### src/rtl/vec_debounce.sv
// Synchronise and debounce a WIDTH-bit raw vector as a whole. The vector is
// published with rise/fall/change strobes and a saturating accept counter.
module vec_debounce #(
  parameter int unsigned WIDTH         = 4,
  parameter int unsigned STABLE_CYCLES = 4
) (
  input  logic             clk,
  input  logic             areset,
  input  logic [WIDTH-1:0] raw,
  input  logic             clr_events,
  output logic [WIDTH-1:0] out,
  output logic             stable,
  output logic             changed,
  output logic [WIDTH-1:0] rise,
  output logic [WIDTH-1:0] fall,
  output logic [7:0]       event_cnt
);

  localparam int unsigned        CNT_W    = 8;
  localparam logic [CNT_W-1:0]   CNT_LAST = CNT_W'(STABLE_CYCLES - 1);
  localparam logic [7:0]         EVT_MAX  = 8'hFF;

  typedef enum logic [0:0] {
    ST_STABLE = 1'b0,
    ST_SETTLE = 1'b1
  } state_t;

  state_t           r_state, w_state_nxt;
  logic [WIDTH-1:0] r_sync1, r_sync2;
  logic [WIDTH-1:0] r_cand, w_cand_nxt;
  logic [CNT_W-1:0] r_cnt, w_cnt_nxt;
  logic [WIDTH-1:0] r_out, w_out_nxt;
  logic             r_changed, w_changed_nxt;
  logic [WIDTH-1:0] r_rise, w_rise_nxt;
  logic [WIDTH-1:0] r_fall, w_fall_nxt;
  logic [7:0]       r_evt, w_evt_nxt;
  logic             w_accept;
  logic [WIDTH-1:0] w_s;

  assign w_s = r_sync2;

  // State and datapath registers; two-flop synchroniser on raw
  always_ff @(posedge clk or posedge areset) begin
    if (areset) begin
      r_state   <= ST_STABLE;
      r_sync1   <= '0;
      r_sync2   <= '0;
      r_cand    <= '0;
      r_cnt     <= '0;
      r_out     <= '0;
      r_changed <= 1'b0;
      r_rise    <= '0;
      r_fall    <= '0;
      r_evt     <= '0;
    end else begin
      r_state   <= w_state_nxt;
      r_sync1   <= raw;
      r_sync2   <= r_sync1;
      r_cand    <= w_cand_nxt;
      r_cnt     <= w_cnt_nxt;
      r_out     <= w_out_nxt;
      r_changed <= w_changed_nxt;
      r_rise    <= w_rise_nxt;
      r_fall    <= w_fall_nxt;
      r_evt     <= w_evt_nxt;
    end
  end

  // Next-state and next-output logic
  always_comb begin
    w_state_nxt   = r_state;
    w_cand_nxt    = r_cand;
    w_cnt_nxt     = r_cnt;
    w_out_nxt     = r_out;
    w_changed_nxt = 1'b0;
    w_rise_nxt    = '0;
    w_fall_nxt    = '0;
    w_evt_nxt     = r_evt;
    w_accept      = 1'b0;

    unique case (r_state)
      ST_STABLE: begin
        if (w_s != r_out) begin
          w_cand_nxt  = w_s;
          w_cnt_nxt   = CNT_W'(1);
          w_state_nxt = ST_SETTLE;
        end
      end
      ST_SETTLE: begin
        if (w_s == r_out) begin
          w_cnt_nxt   = '0;
          w_state_nxt = ST_STABLE;
        end else if (w_s != r_cand) begin
          w_cand_nxt = w_s;
          w_cnt_nxt  = CNT_W'(1);
        end else if (r_cnt >= CNT_LAST) begin
          w_accept    = 1'b1;
          w_cnt_nxt   = '0;
          w_state_nxt = ST_STABLE;
        end else begin
          w_cnt_nxt = r_cnt + CNT_W'(1);
        end
      end
      default: w_state_nxt = ST_STABLE;
    endcase

    if (w_accept) begin
      w_out_nxt     = r_cand;
      w_changed_nxt = 1'b1;
      w_rise_nxt    = r_cand & ~r_out;
      w_fall_nxt    = ~r_cand & r_out;
      if (r_evt != EVT_MAX) w_evt_nxt = r_evt + 8'd1;
    end

    // Clear wins over a coincident increment
    if (clr_events) w_evt_nxt = '0;
  end

  assign out       = r_out;
  assign stable    = (r_state == ST_STABLE);
  assign changed   = r_changed;
  assign rise      = r_rise;
  assign fall      = r_fall;
  assign event_cnt = r_evt;

endmodule

### config.mk
export PLATFORM = sky130hd
export DESIGN_NAME = vec_debounce
export DESIGN_NICKNAME = d
export VERILOG_FILES = /design/src/rtl/vec_debounce.sv
export SDC_FILE = /design/constraint.sdc
export NUM_CORES = 1
export LEC_CHECK = 0
export BUFFER_PORTS_ARGS = -buffer_cell sky130_fd_sc_hd__buf_4
export CORE_MARGIN = 2
export CORE_UTILIZATION = 55
export CTS_BUF_LIST = sky130_fd_sc_hd__clkbuf_2 sky130_fd_sc_hd__clkbuf_4 sky130_fd_sc_hd__clkbuf_8
export DETAILED_ROUTE_END_ITERATION = 8
export PLACE_DENSITY = 0.78
export SKIP_CTS_REPAIR_TIMING = 1
export SYNTH_ARGS = -nofsm -noshare
export SYNTH_HDL_FRONTEND = slang
export SYNTH_SLANG_ARGS = --single-unit
export TNS_END_PERCENT = 10
### constraint.sdc
create_clock -name clk -period 6.8 [get_ports clk]
set_clock_uncertainty 0.15 [all_clocks]
set_input_delay 1.36 -clock clk [delete_from_list [all_inputs] [get_ports clk]]
set_output_delay 1.36 -clock clk [all_outputs]
set_load 0.01 [all_outputs]
Yosys cells after proc, flatten, opt, wreduce, memory -nomap -nowiden
Cells that the tools add are included.
{"block": "totals", "output_inout_bits": 22, "input_bits": 7, "word_cells": 53, "regBits": 42}
{"block": "op_classes", "bitwise": 5, "reduce_logical": 4, "n_lt_le_gt_ge": 1, "n_mux": 24, "n_eq_ne": 7, "n_addsub": 2}
{"operator": "8-bit two-way mux", "n": 7}
{"operator": "4-bit two-way mux", "n": 5}
{"operator": "8-bit by 1-bit adder with 8-bit output (second input constant)", "n": 2}
{"operator": "8-bit case mux with 2 select lines", "n": 1}
{"operator": "1-bit two-way mux", "n": 9}
{"operator": "4-bit bitwise AND", "n": 2}
{"operator": "8-bit by 2-bit greater-or-equal comparator with 1-bit output (second input constant)", "n": 1}
{"operator": "4-bit inequality test", "n": 2}
{"operator": "8-bit inequality test (second input constant)", "n": 1}
{"operator": "4-bit inverter", "n": 2}
{"operator": "4-bit case mux with 2 select lines", "n": 1}
{"operator": "4-bit equality test", "n": 1}
{"operator": "2-bit by 1-bit inequality test with 1-bit output (second input constant)", "n": 2}
{"operator": "2-bit nonzero test", "n": 2}
{"operator": "3-bit AND reduction", "n": 1}
{"operator": "2-bit inequality test (second input constant)", "n": 1}
{"operator": "1-bit case mux with 2 select lines", "n": 1}
{"operator": "2-bit AND reduction", "n": 1}
{"operator": "1-bit inverter", "n": 1}

Longest topological paths before layout
{"block": "depth", "word_depth": 7, "depth_mapped": 8, "ltp_nobuf": 7}

Least setup slack after synthesis
No wires, ideal clock.
{"block": "synth_path", "path_type": "flip-flop to flip-flop", "startpoint": "reg r_cand[2]", "endpoint": "reg r_evt[1], in the netlist event_cnt[1]", "setup_slack_ns": 4.505, "path_buffers": 2, "setup_time_ns": 0.134, "path_stages_with_launch": 8, "arrival_ns": 2.010, "synth_period_minus_slack_ns": 2.295, "cell_sequence": "dfrtp_1 -> nor2b_1 -> a2111o_1 -> or4b_4 -> buf_6 -> clkbuf_1 -> o21ai_0 -> a21oi_1"}
{"block": "synth_between", "elab_chain_cells": 6}
{"item": "start: declaration", "line": "30", "source": "logic [WIDTH-1:0] r_cand, w_cand_nxt;"}
{"item": "start signal: assignment", "line": "59", "source": "r_cand <= w_cand_nxt;"}
{"item": "4-bit inequality test", "line": "93", "source": "end else if (w_s != r_cand) begin"}
{"item": "1-bit two-way mux", "line": "93"}
{"item": "1-bit two-way mux", "line": "90", "source": "if (w_s == r_out) begin"}
{"item": "1-bit two-way mux", "line": "81", "source": "unique case (r_state)"}
{"item": "2-bit nonzero test (no source line)"}
{"item": "2-bit AND reduction (no source line)"}
{"item": "end signal: assignment", "line": "65", "source": "r_evt <= w_evt_nxt;"}
{"item": "end: declaration", "line": "36", "source": "logic [7:0] r_evt, w_evt_nxt;"}
No other way between the ends.
A chain may end at the register's enable or synchronous reset.

Worst setup path after layout
{"block": "layout_path", "startpoint": "reg r_cand[2]", "endpoint": "reg r_evt[3], in the netlist event_cnt[3]"}
Same word-level chain as after synthesis.

==> qor.yml <==
synthesis:
  syn_area_mm2: 0.00168
  syn_nets: 142
  ys_top_cells_by_area: "dfrtp_1 63%, mux2_2 5.4%, nor3b_1 3.6%"
  synth_area_leader_cell: "dfrtp_1"
  synth_cell_types: 32
  synth_fa_ha_area_share_pct: 1.49
  postSynthCellCount: 133
  syn_area_per_cell_um2: 12.6
  synth_mux_area_share_pct: 5.37
  synth_top_area_share_pct: 62.7
  synth_xor_area_share_pct: 2.61
  synth-seq-cells: 42
  synth-compound-area-share_pct: 7.91
  yosysSeqAreaShare_pct: 62.7
  synthSimpleGateAreaFrac_pct: 17.2
  synth_top_family_by_area: "simple AND/OR/NAND/NOR gates"
  yosys_warnings: 0
timing:
  setup_viol: 0
  fmax_mhz: 388
  post-route-period-util_pct: 37.9
  slew_viol_final: 0
  rsz0062_at_grt: "no"
  worst_pin_slew_ns: 0.520
  layout_min_cycle_time_ns: 2.58
  fin_setup_tns_ns: 0
  hold_viol: 0
  slew_headroom_pct: 65.3
global_routing:
  grt_max_degree: 43
  antenna_found_initial: 0
  gr-total-overflow: 0
  busiest_layer: "met2"
  grt_pass1_vias: 1089
  met1_usage_pct: 25.0
  grtUsageTotal_pct: 20.3
  use_met2_pct: 32.2
  grt_pass1_wl_um: 5080
  groute.layer.met3.usage_pct: 6.77
route:
  wl_per_cell_um: 15.2
  vias_per_cell: 5.64
  firstDrtPassIters: 4
  first_iter_violations: 52
  via_count: 1122
  drt_wl_total_um: 3020
  drc: 0
  ant_nets: 0
pwr:
  powerDensity_mw_per_mm2: 269
  max-vdd-ir-drop_v: 0.000161
  power.leakage_nw: 0.944
  power_uw: 538
setup_path:
  r2r-start: "r_cand[2]"
  crit_end: "event_cnt[3]"
  crit_fanout: 23
  cp_data_arrival_time_ns: 2.72
  path_class: "register to register"
  timing.rr.end: "event_cnt[3]"
  worstRegToRegCells: 5
  worstSetupStartpoint: "r_cand[2]"
  worstSetupStartpointType: "register"
  required_ns: 6.94
  reg2reg_slack_ns: 4.22
  critPathCaptureType: "register"
layout:
  nFillCells: 220
  area_delta_synth_final_pct: 19.0
  final_cell_mix: "42 x dfrtp_1, 29 x buf_4, 8 x mux2_2, 8 x nor3b_1"
  drive_gt1_share_pct: 27.7
  post-route-util_pct: 67.0
  n_antenna_cell: 0
  final_nets: 174
  mostFrequentLayoutCell: "dfrtp_1"
floorplan:
  die_area_mm2: 0.00351
  core_area_mm2: 0.00298
  start_util_pct: 56.3
  die_h_um: 59.2
  num_rows: 20
  die_x_um: 59.2
  ios: 29
clock_tree:
  cts_tree: "built"
  ctsRootBufferMaster: "clkbuf_4"
  clk_pin_slew_ns: 0.13
  htreeDepth: 2
  cts-buffers-inserted: 5
  insertion_delay_ns: 0.36
  clock_sinks: 42
  cts.path.max_buffers: 2
placement:
  portBuffers: 28
  dp_hpwl_um: 2090
  globalplace.congestion: 0.805
worst_hold_path:
  hold_path_depth: 0
  hp-class: "register to register"
status:
  status: "finished clean"
job:
  drv_cap: 0
-- worst max-delay path, stage by stage (launching register included) --
cell and delay [ns]:
dfrtp_1 0.43, nor2b_1 0.14, a2111o_1 0.42, or4b_4 0.67, or4_1 0.51, a21oi_1 0.18
-- synthesized netlist by cell type, drive strengths merged --
library cell	count
a2111o	1
a21oi	7
a311oi	1
a32o	1
and2	7
and4	2
buf	2
clkbuf	2
dfrtp	42
ha	2
inv	6
mux2	8
nand2	5
nand2b	2
nand3	5
nand4	2
nor2	3
nor2b	4
nor3b	8
nor4	1
o2111ai	1
o211ai	1
o21ai	4
o31ai	3
o41ai	1
or3	2
or4	4
or4b	1
xnor2	4
xor2	1
-- where the power goes --
group | switching [mW] | internal, mW
Sequential | 0.0249 | 0.270
Combinational | 0.0360 | 0.0454
Clock | 0.0797 | 0.0816
Total | 0.141 | 0.397
-- layer usage --
layer | share of wire, % | routed length, um | vias up
li1 | - | - | 542
met1 | 43 | 1300 | 529
met2 | 50 | 1500 | 43
met3 | 5.2 | 156 | 8
met4 | 2.0 | 59 | 0
met5 | 0 | 0 | -
-- final cells by class --
type / count / area (um2) / area share (%)
Sequential cell: 42 / 1050 / 52.7
Clock buffer: 6 / 45.0 / 2.26
Multi-Input combinational cell: 81 / 581 / 29.1
Tap cell: 33 / 41.3 / 2.07
Timing Repair Buffer: 29 / 218 / 10.9
Inverter: 6 / 22.5 / 1.13
Clock inverter: 2 / 37.5 / 1.88
-- sequential cells by signal, summed over array words and instances, names as in the netlist --
name	flops
r_sync2	4
r_cand	4
rise	4
out	4
r_state	1
r_sync1	4
fall	4
event_cnt	8
changed	1
r_cnt	8
-- metrics by stage --
stage / hold slack, ns / worst slack [ns] / area, um2 / instances
final: 0.212 / 4.22 / 2000 / 199
after global routing: 0.222 / 4.11 / 2000 / 199
after CTS: 0.215 / 4.21 / 2000 / 199
after detailed placement: 0.187 / 4.23 / 1910 / 191
after global placement: 0.182 / 4.29 / 1910 / 191
after floorplan: 0.181 / 4.32 / 1680 / 133
-- worst min path at each step --
stage	from	slack (ns)	end
floorplan	r_sync1[0]	0.18	r_sync2[0]
global placement	r_sync1[0]	0.18	r_sync2[0]
detailed placement	r_sync1[2]	0.19	r_sync2[2]
CTS	r_sync1[2]	0.21	r_sync2[2]
global route	r_sync1[1]	0.22	r_sync2[1]
finish	r_sync1[2]	0.21	r_sync2[2]
-- cells by family (layout without fill, tap and decap cells) --
logic type / count (synthesis) / after routing
flops: 42 / 42
mux: 8 / 8
xor+xnor: 5 / 5
fa+ha+maj: 2 / 2
compound gates: 20 / 20
buf+inv: 10 / 43
simple gates: 46 / 46
Power figures use the tool's default switching activity.
